**src/rtl/sync_updown_counter_pkg.sv**
```systemverilog
// rtl/sync_updown_counter_pkg.sv - shared types for the synchronous up/down counter
package sync_updown_counter_pkg;

  typedef enum logic {
    DIR_DN = 1'b0,
    DIR_UP = 1'b1
  } dir_e;

endpackage

```
**src/rtl/sync_updown_counter_ud_next_state.sv**
```systemverilog
// rtl/sync_updown_counter_ud_next_state.sv - combinational next-count and wrap detect
module sync_updown_counter_ud_next_state
  import sync_updown_counter_pkg::*;
#(
  parameter int WIDTH   = 4,
  parameter int MODULUS = 16
) (
  input  logic [WIDTH-1:0] q,
  input  logic             up_dn,
  input  logic             load,
  input  logic [WIDTH-1:0] d,
  input  logic             en,
  output logic [WIDTH-1:0] next_q,
  output logic             next_wrap
);

  localparam logic [WIDTH-1:0] MAX_CNT = WIDTH'(MODULUS - 1);

  always_comb begin
    next_q    = q;
    next_wrap = 1'b0;
    if (load) begin
      // Out-of-range load values clamp to the top of the range rather than folding.
      next_q = (d > MAX_CNT) ? MAX_CNT : d;
    end else if (en) begin
      if (q > MAX_CNT) begin
        next_q = '0;
      end else if (dir_e'(up_dn) == DIR_UP) begin
        if (q == MAX_CNT) begin
          next_q    = '0;
          next_wrap = 1'b1;
        end else begin
          next_q = q + 1'b1;
        end
      end else begin
        if (q == '0) begin
          next_q    = MAX_CNT;
          next_wrap = 1'b1;
        end else begin
          next_q = q - 1'b1;
        end
      end
    end
  end

endmodule

```
**src/rtl/sync_updown_counter.sv**
```systemverilog
// rtl/sync_updown_counter.sv - modulo-N up/down counter with load, terminal count and wrap pulse
module sync_updown_counter
  import sync_updown_counter_pkg::*;
#(
  parameter int WIDTH   = 4,
  parameter int MODULUS = 16
) (
  input  logic             clk,
  input  logic             reset,
  input  logic             en,
  input  logic             up_dn,
  input  logic             load,
  input  logic [WIDTH-1:0] d,
  output logic [WIDTH-1:0] q,
  output logic             tc,
  output logic             wrap
);

  localparam logic [WIDTH-1:0] MAX_CNT = WIDTH'(MODULUS - 1);

  if ((MODULUS < 2) || (MODULUS > (2 ** WIDTH))) begin : g_bad_modulus
    $error("sync_updown_counter: MODULUS out of range for WIDTH");
  end

  logic [WIDTH-1:0] q_q, q_d, next_q;
  logic             wrap_q, wrap_d, next_wrap;

  sync_updown_counter_ud_next_state #(
    .WIDTH  (WIDTH),
    .MODULUS(MODULUS)
  ) u_next (
    .q        (q_q),
    .up_dn    (up_dn),
    .load     (load),
    .d        (d),
    .en       (en),
    .next_q   (next_q),
    .next_wrap(next_wrap)
  );

  always_comb begin
    q_d    = next_q;
    wrap_d = next_wrap;
  end

  always_ff @(posedge clk or negedge reset) begin
    if (!reset) begin
      q_q    <= '0;
      wrap_q <= 1'b0;
    end else begin
      q_q    <= q_d;
      wrap_q <= wrap_d;
    end
  end

  // Unregistered so a cascaded stage sees its enable on the same edge.
  always_comb begin
    tc = en & (((dir_e'(up_dn) == DIR_UP) & (q_q == MAX_CNT)) |
               ((dir_e'(up_dn) == DIR_DN) & (q_q == '0)));
  end

  assign q    = q_q;
  assign wrap = wrap_q;

endmodule

```
**config.mk**
```make
export PLATFORM = sky130hd
export DESIGN_NAME = sync_updown_counter
export DESIGN_NICKNAME = d
export VERILOG_FILES = /design/src/rtl/sync_updown_counter_pkg.sv /design/src/rtl/sync_updown_counter_ud_next_state.sv /design/src/rtl/sync_updown_counter.sv
export SDC_FILE = /design/constraint.sdc
export NUM_CORES = 1
export LEC_CHECK = 0
export CORE_MARGIN = 2
export CORE_UTILIZATION = 29
export CTS_BUF_LIST = sky130_fd_sc_hd__clkbuf_8
export CTS_CLUSTER_DIAMETER = 150
export CTS_CLUSTER_SIZE = 16
export DETAILED_ROUTE_END_ITERATION = 10
export PLACE_DENSITY = 0.6
export SYNTH_ARGS = -nofsm -noshare
export SYNTH_HDL_FRONTEND = slang
export SYNTH_SLANG_ARGS = --single-unit
```
**constraint.sdc**
```tcl
create_clock -name clk -period 3.25 [get_ports clk]
set_input_delay 0.325 -clock clk [delete_from_list [all_inputs] [get_ports clk]]
set_output_delay 0.325 -clock clk [all_outputs]
set_load 0.005 [all_outputs]
```
==> impl_metrics.toml, run 1 <==
[critical_path]
worstSetupPathType = "flop to primary output"
crit_family = "buffers and inverters"
crit_slowest_cell = "clkdlybuf4s50_1"
path_cells = "inv_1 -> ha_1 -> or4b_4 -> a21boi_2 -> clkdlybuf4s50_1"
path_buf_inv = 2
worst_setup_path_start_kind = "flop"
r2r_cells = 6
cp_max_fo = 6
arrival_ns = 2.07
cp.depth = 5
r2r_slack_ns = 1.62
worst_ep_required_time_ns = 2.92
max_stage_delay_ns = 0.51
worst_setup_path_end_kind = "primary output"

[route]
vias = 335
wl_met3_um = 34
antenna_left = 0
drc = 0
dr.pass1.iters = 1
first_iter_violations = 0
routed_wl_um = 780
wl_met1_um = 350
top_layer = "met4"
wl_met2_um = 379
wl_per_cell_um = 10.8
via_per_inst = 4.65

[synthesis]
synth_area_leaders = "dfrtp_1 (33%), xnor2_1 (6.9%), ha_1 (6.6%), mux2_1 (5.9%), nand2_1 (4.9%)"
ys_seq_elements = 5
synth_edf_count = 0
ys.warnings.count = 0
syn_avg_cell_area_um2 = 9.54
postSynth.asyncResetShare_pct = 100
yosys.area.top_type_share_pct = 32.8
synth_nets = 51
syn_area_um2 = 382
synth_cells = 40
yosysTopAreaCell = "dfrtp_1"
synthDistinctLibCells = 23
ys_seq_area_share_pct = 32.8
synthFlopType = "dfrtp_1"

[global_routing]
grt_pass1_wl_mm = 1.28
antenna_found_initial = 0
gr-total-overflow = 0
grt_pass1_vias = 319
grt_max_degree = 10
grtUsageTotal_pct = 12.7

[power_and_ir_drop]
p_total_uw = 274
sequentialPowerShare_pct = 31.3
clockPowerShare_pct = 40.0
power.switching_uw = 72.8
vdd.ir_drop.worst_mv = 0.270
internal-power_uw = 201
leakage_uw = 0.000250
pwr-share-comb_pct = 28.7
powerDensity_nw_per_um2 = 477
swShare_pct = 26.5

[timing]
post-route-min-period_ns = 2.39
tightest_slew_ns = 0.412
slew_viol_final = 0
rsz0062_at_grt = "no"
finalSetupViolations = 0
finalClockSkew_ns = 0.000123
setup_tns_ns = 0
slew_headroom_pct = 72.5
finalCritPeriodShare_pct = 73.7
fmax_mhz = 418
holdWs_ns = 0.324
finalHoldViolCount = 0

[cts]
clockBufferDepth = 2
cts.sinks = 5
hold_buffers = 0
root_buffer = "clkbuf_8"
path_clk_slew_ns = 0.03
cts_tree = "yes"
cts_max_level = 1
cts_made_buffers = 3
post_cts_buffers = 0
insertion_delay_ns = 0.22
cts_resized = 0

[floorplanning]
fp.dieW_um = 40.3
core_um2 = 1270
num_rows = 13
initial_core_util_pct = 30.1
die_area_um2 = 1620
num_io_pins = 15
die_h_um = 40.3

[finish]
syn2layout_area_growth_pct = 50.5
final_common_cell = "clkdlybuf4s50_1"
nNetsFinal = 69
final_util_pct = 45.3
antenna_cells = 0
layout-drive-gt1-share_pct = 12.3
postLayoutCellArea_um2 = 574
mostFrequentLayoutCells = "clkdlybuf4s50_1 (14), nand2_1 (5), dfrtp_1 (5)"

[placement]
dpl-instance-area_um2 = 529
port_buffers = 14
gp_congestion = 0.690

[worst_hold_path]
min_path_type = "input pin to asynchronous set/reset pin"

[run_status]
outcome = "finished clean"

[job]
drv_cap = 0
layer usage:
layer,global-route usage (%),vias up
met5,0,-
met4,10.0,0
met3,3.33,2
met2,21.0,9
met1,13.6,150
li1,-,174
flip-flops by register name, summed over array words and instances (netlist names):
name,flops
wrap,1
q,4
synthesized netlist by cell type (2+ instances only):
| library cell | count |
|---|---|
| o21ai_0 | 2 |
| o21ai_1 | 2 |
| a21oi_1 | 2 |
| mux2_1 | 2 |
| ha_1 | 2 |
| inv_1 | 3 |
| dfrtp_1 | 5 |
| nand2_1 | 5 |
| xnor2_1 | 3 |
worst register-to-register path: stages (launching register included):
cell and delay (ns):
dfrtp_1 0.43, inv_1 0.12, ha_1 0.17, or4b_4 0.48, nor2b_4 0.14, o21ai_0 0.09
a211o_1 0.15
metrics by stage:
| step | worst slack (ns) | cells |
|---|---|---|
| final | 0.856 | 72 |
| after global routing | 0.731 | 72 |
| after CTS | 0.832 | 72 |
| after detailed placement | 0.881 | 68 |
| after global placement | 0.910 | 68 |
| after floorplan | 1.66 | 40 |
final timing paths:
path	from	end
worst max-delay path	q[0]	tc
worst min-delay path	reset	q[1]
worst max register to register	q[0]	q[3]
worst min register to register	q[1]	q[1]
max in group asynchronous	reset	wrap
min in group clk	d[1]	q[1]
cell type report:
cell class	instances	area, um^2
Sequential cell	5	125
Clock buffer	3	41.3
Timing Repair Buffer	14	140
Multi-Input combinational cell	31	234
Clock inverter	1	3.75
Tap cell	15	18.8
Fill cell	135	694
Inverter	3	11.3
power by group through the flow:
| stage | registers (uW) | logic [uW] | clock network (uW) |
|---|---|---|---|
| finish | 85.7 | 78.6 | 110 |
| CTS | 85.5 | 80.0 | 114 |
| detailed placement | 86.1 | 79.4 | 0 |
| floorplan | 83.6 | 43.5 | 0 |
| global placement | 86.1 | 79.4 | 0 |
| global route | 87.8 | 88.2 | 116 |
kinds of logic (layout without fill, tap and decap cells):
family	count (synthesis)	in the layout	synth area share, %
AOI/OAI and AO/OA	9	9	14.8
xor gates and xnor gates	3	3	6.89
adders and majority gates	2	2	6.56
buffers and inverters	4	21	5.90
DFF	5	5	32.8
muxes	4	4	11.5
and+or+nand+nor	13	13	21.6
(Power assumes the default switching activity.)
==> run 2, diff against run 1 <==
clock period = 2.4 ns   (was 3.25 ns; I/O delays follow)
==> impl_metrics.toml, run 2 (synthesis results as in run 1) <==
[cts]
post_cts_buffers = 0
cts_tree = "yes"
cts_max_level = 1
clockBufferDepth = 2
cts.sinks = 5
insertion_delay_ns = 0.22
cts_resized = 0
path_clk_slew_ns = 0.03
cts_made_buffers = 3
hold_buffers = 0
root_buffer = "clkbuf_8"

[timing]
finalHoldViolCount = 0
finalSetupViolations = 0
finalCritPeriodShare_pct = 94.8
slew_viol_final = 0
fmax_mhz = 439
finalClockSkew_ns = 0.00107
post-route-min-period_ns = 2.28
slew_headroom_pct = 82.4
rsz0062_at_grt = "no"
tightest_slew_ns = 0.263
setup_tns_ns = 0

[power_and_ir_drop]
vdd.ir_drop.worst_mv = 0.359
leakage_uw = 0.000264
powerDensity_nw_per_um2 = 631

[global_routing]
grt_use_met1_pct = 17.6
grt_pass1_vias = 343
busiest_layer = "met2"
grtUsageTotal_pct = 14.1
grt_pass1_wl_mm = 1.41
gr-total-overflow = 0
use_met3_pct = 3.33
grt_max_degree = 9
grt.met2_usage_pct = 19.8
antenna_found_initial = 0

[finish]
layout-drive-gt1-share_pct = 16.7
final_common_cell = "clkdlybuf4s50_1"
antenna_cells = 0
postLayoutCellArea_um2 = 597
syn2layout_area_growth_pct = 56.4
final_util_pct = 47.0
nNetsFinal = 72
largest_register_ff_count = 4
mostFrequentLayoutCells = "clkdlybuf4s50_1 (14), nand2_1 (5), dfrtp_1 (5)"

[critical_path]
worst_ep_required_time_ns = 2.16
max_stage_delay_ns = 0.51
worst_setup_path_start_kind = "flop"
worstSetupPathType = "flop to primary output"
crit_family = "buffers and inverters"
worst_setup_path_end_kind = "primary output"
arrival_ns = 2.04
path_buf_inv = 2
path_cells = "inv_1 -> ha_1 -> or4b_4 -> a21boi_2 -> clkdlybuf4s50_1"
cp_max_fo = 6
crit_slowest_cell = "clkdlybuf4s50_1"

[placement]
dpl-instance-area_um2 = 552
dp_hpwl_um = 663
gp_congestion = 0.735
port_buffers = 14

[route]
routed_wl_um = 831
vias = 345
via_per_inst = 4.60
antenna_left = 0
dr.pass1.iters = 4
wl_per_cell_um = 11.1
drc = 0
first_iter_violations = 4

[floorplanning]
num_rows = 13
die_h_um = 40.3
fp.dieW_um = 40.3
num_io_pins = 15
die_area_um2 = 1620
initial_core_util_pct = 30.1
core_um2 = 1270

[run_status]
outcome = "finished clean"

[worst_hold_path]
min_path_type = "input pin to asynchronous set/reset pin"

[job]
drv_cap = 0
-- run 2: through the flow --
step	total power [uW]	std cells	setup slack, ns	hold WS [ns]
2_1_floorplan	172	40	0.891	-0.0556
3_3_place_gp	230	71	0.346	0.476
3_5_place_dp	230	71	0.331	0.477
4_1_cts	383	75	0.108	0.242
5_1_grt	407	75	0.0260	0.256
6_report	377	75	0.125	0.239
-- run 2: metal layers --
layer	part of all wire, %	wire [um]	vias up
li1	-	-	181
met1	48	399	153
met2	46	382	9
met3	3.4	28	2
met4	2.5	21	0
met5	0	0	-
-- run 2: final timing paths --
check                      depth (start not counted)  start   end  slack, ns
setup reg to reg                                   6   q[1]  q[3]       0.82
hold / removal                                     1  reset  q[3]       0.24
hold reg to reg                                    2   q[1]  q[1]       0.69
setup / recovery                                   5   q[1]    tc       0.12
max in group asynchronous                          1  reset  wrap       1.98
min in group clk                                   3   d[1]  q[1]       0.57
-- run 2: power breakdown --
group          internal [uW]  switching, uW  leakage, uW
sequential              96.1           17.8    0.0000616
combinational           71.6           42.6     0.000176
clock                    109           39.3    0.0000269
total                    277           99.7     0.000264
-- run 2: layout make-up --
class	instances	area, um^2
multi-input combinational	31	234
timing repair buffer	17	163
fill	126	672
tap	15	18.8
clock inverter	1	3.75
inverter	3	11.3
clock buffer	3	41.3
sequential	5	125
==> run 3, diff against run 2 <==
SLEW_MARGIN = 25   (was not set)
==> results of run 3 <==
Final layout, timing and power as in run 2 (identical DEF).
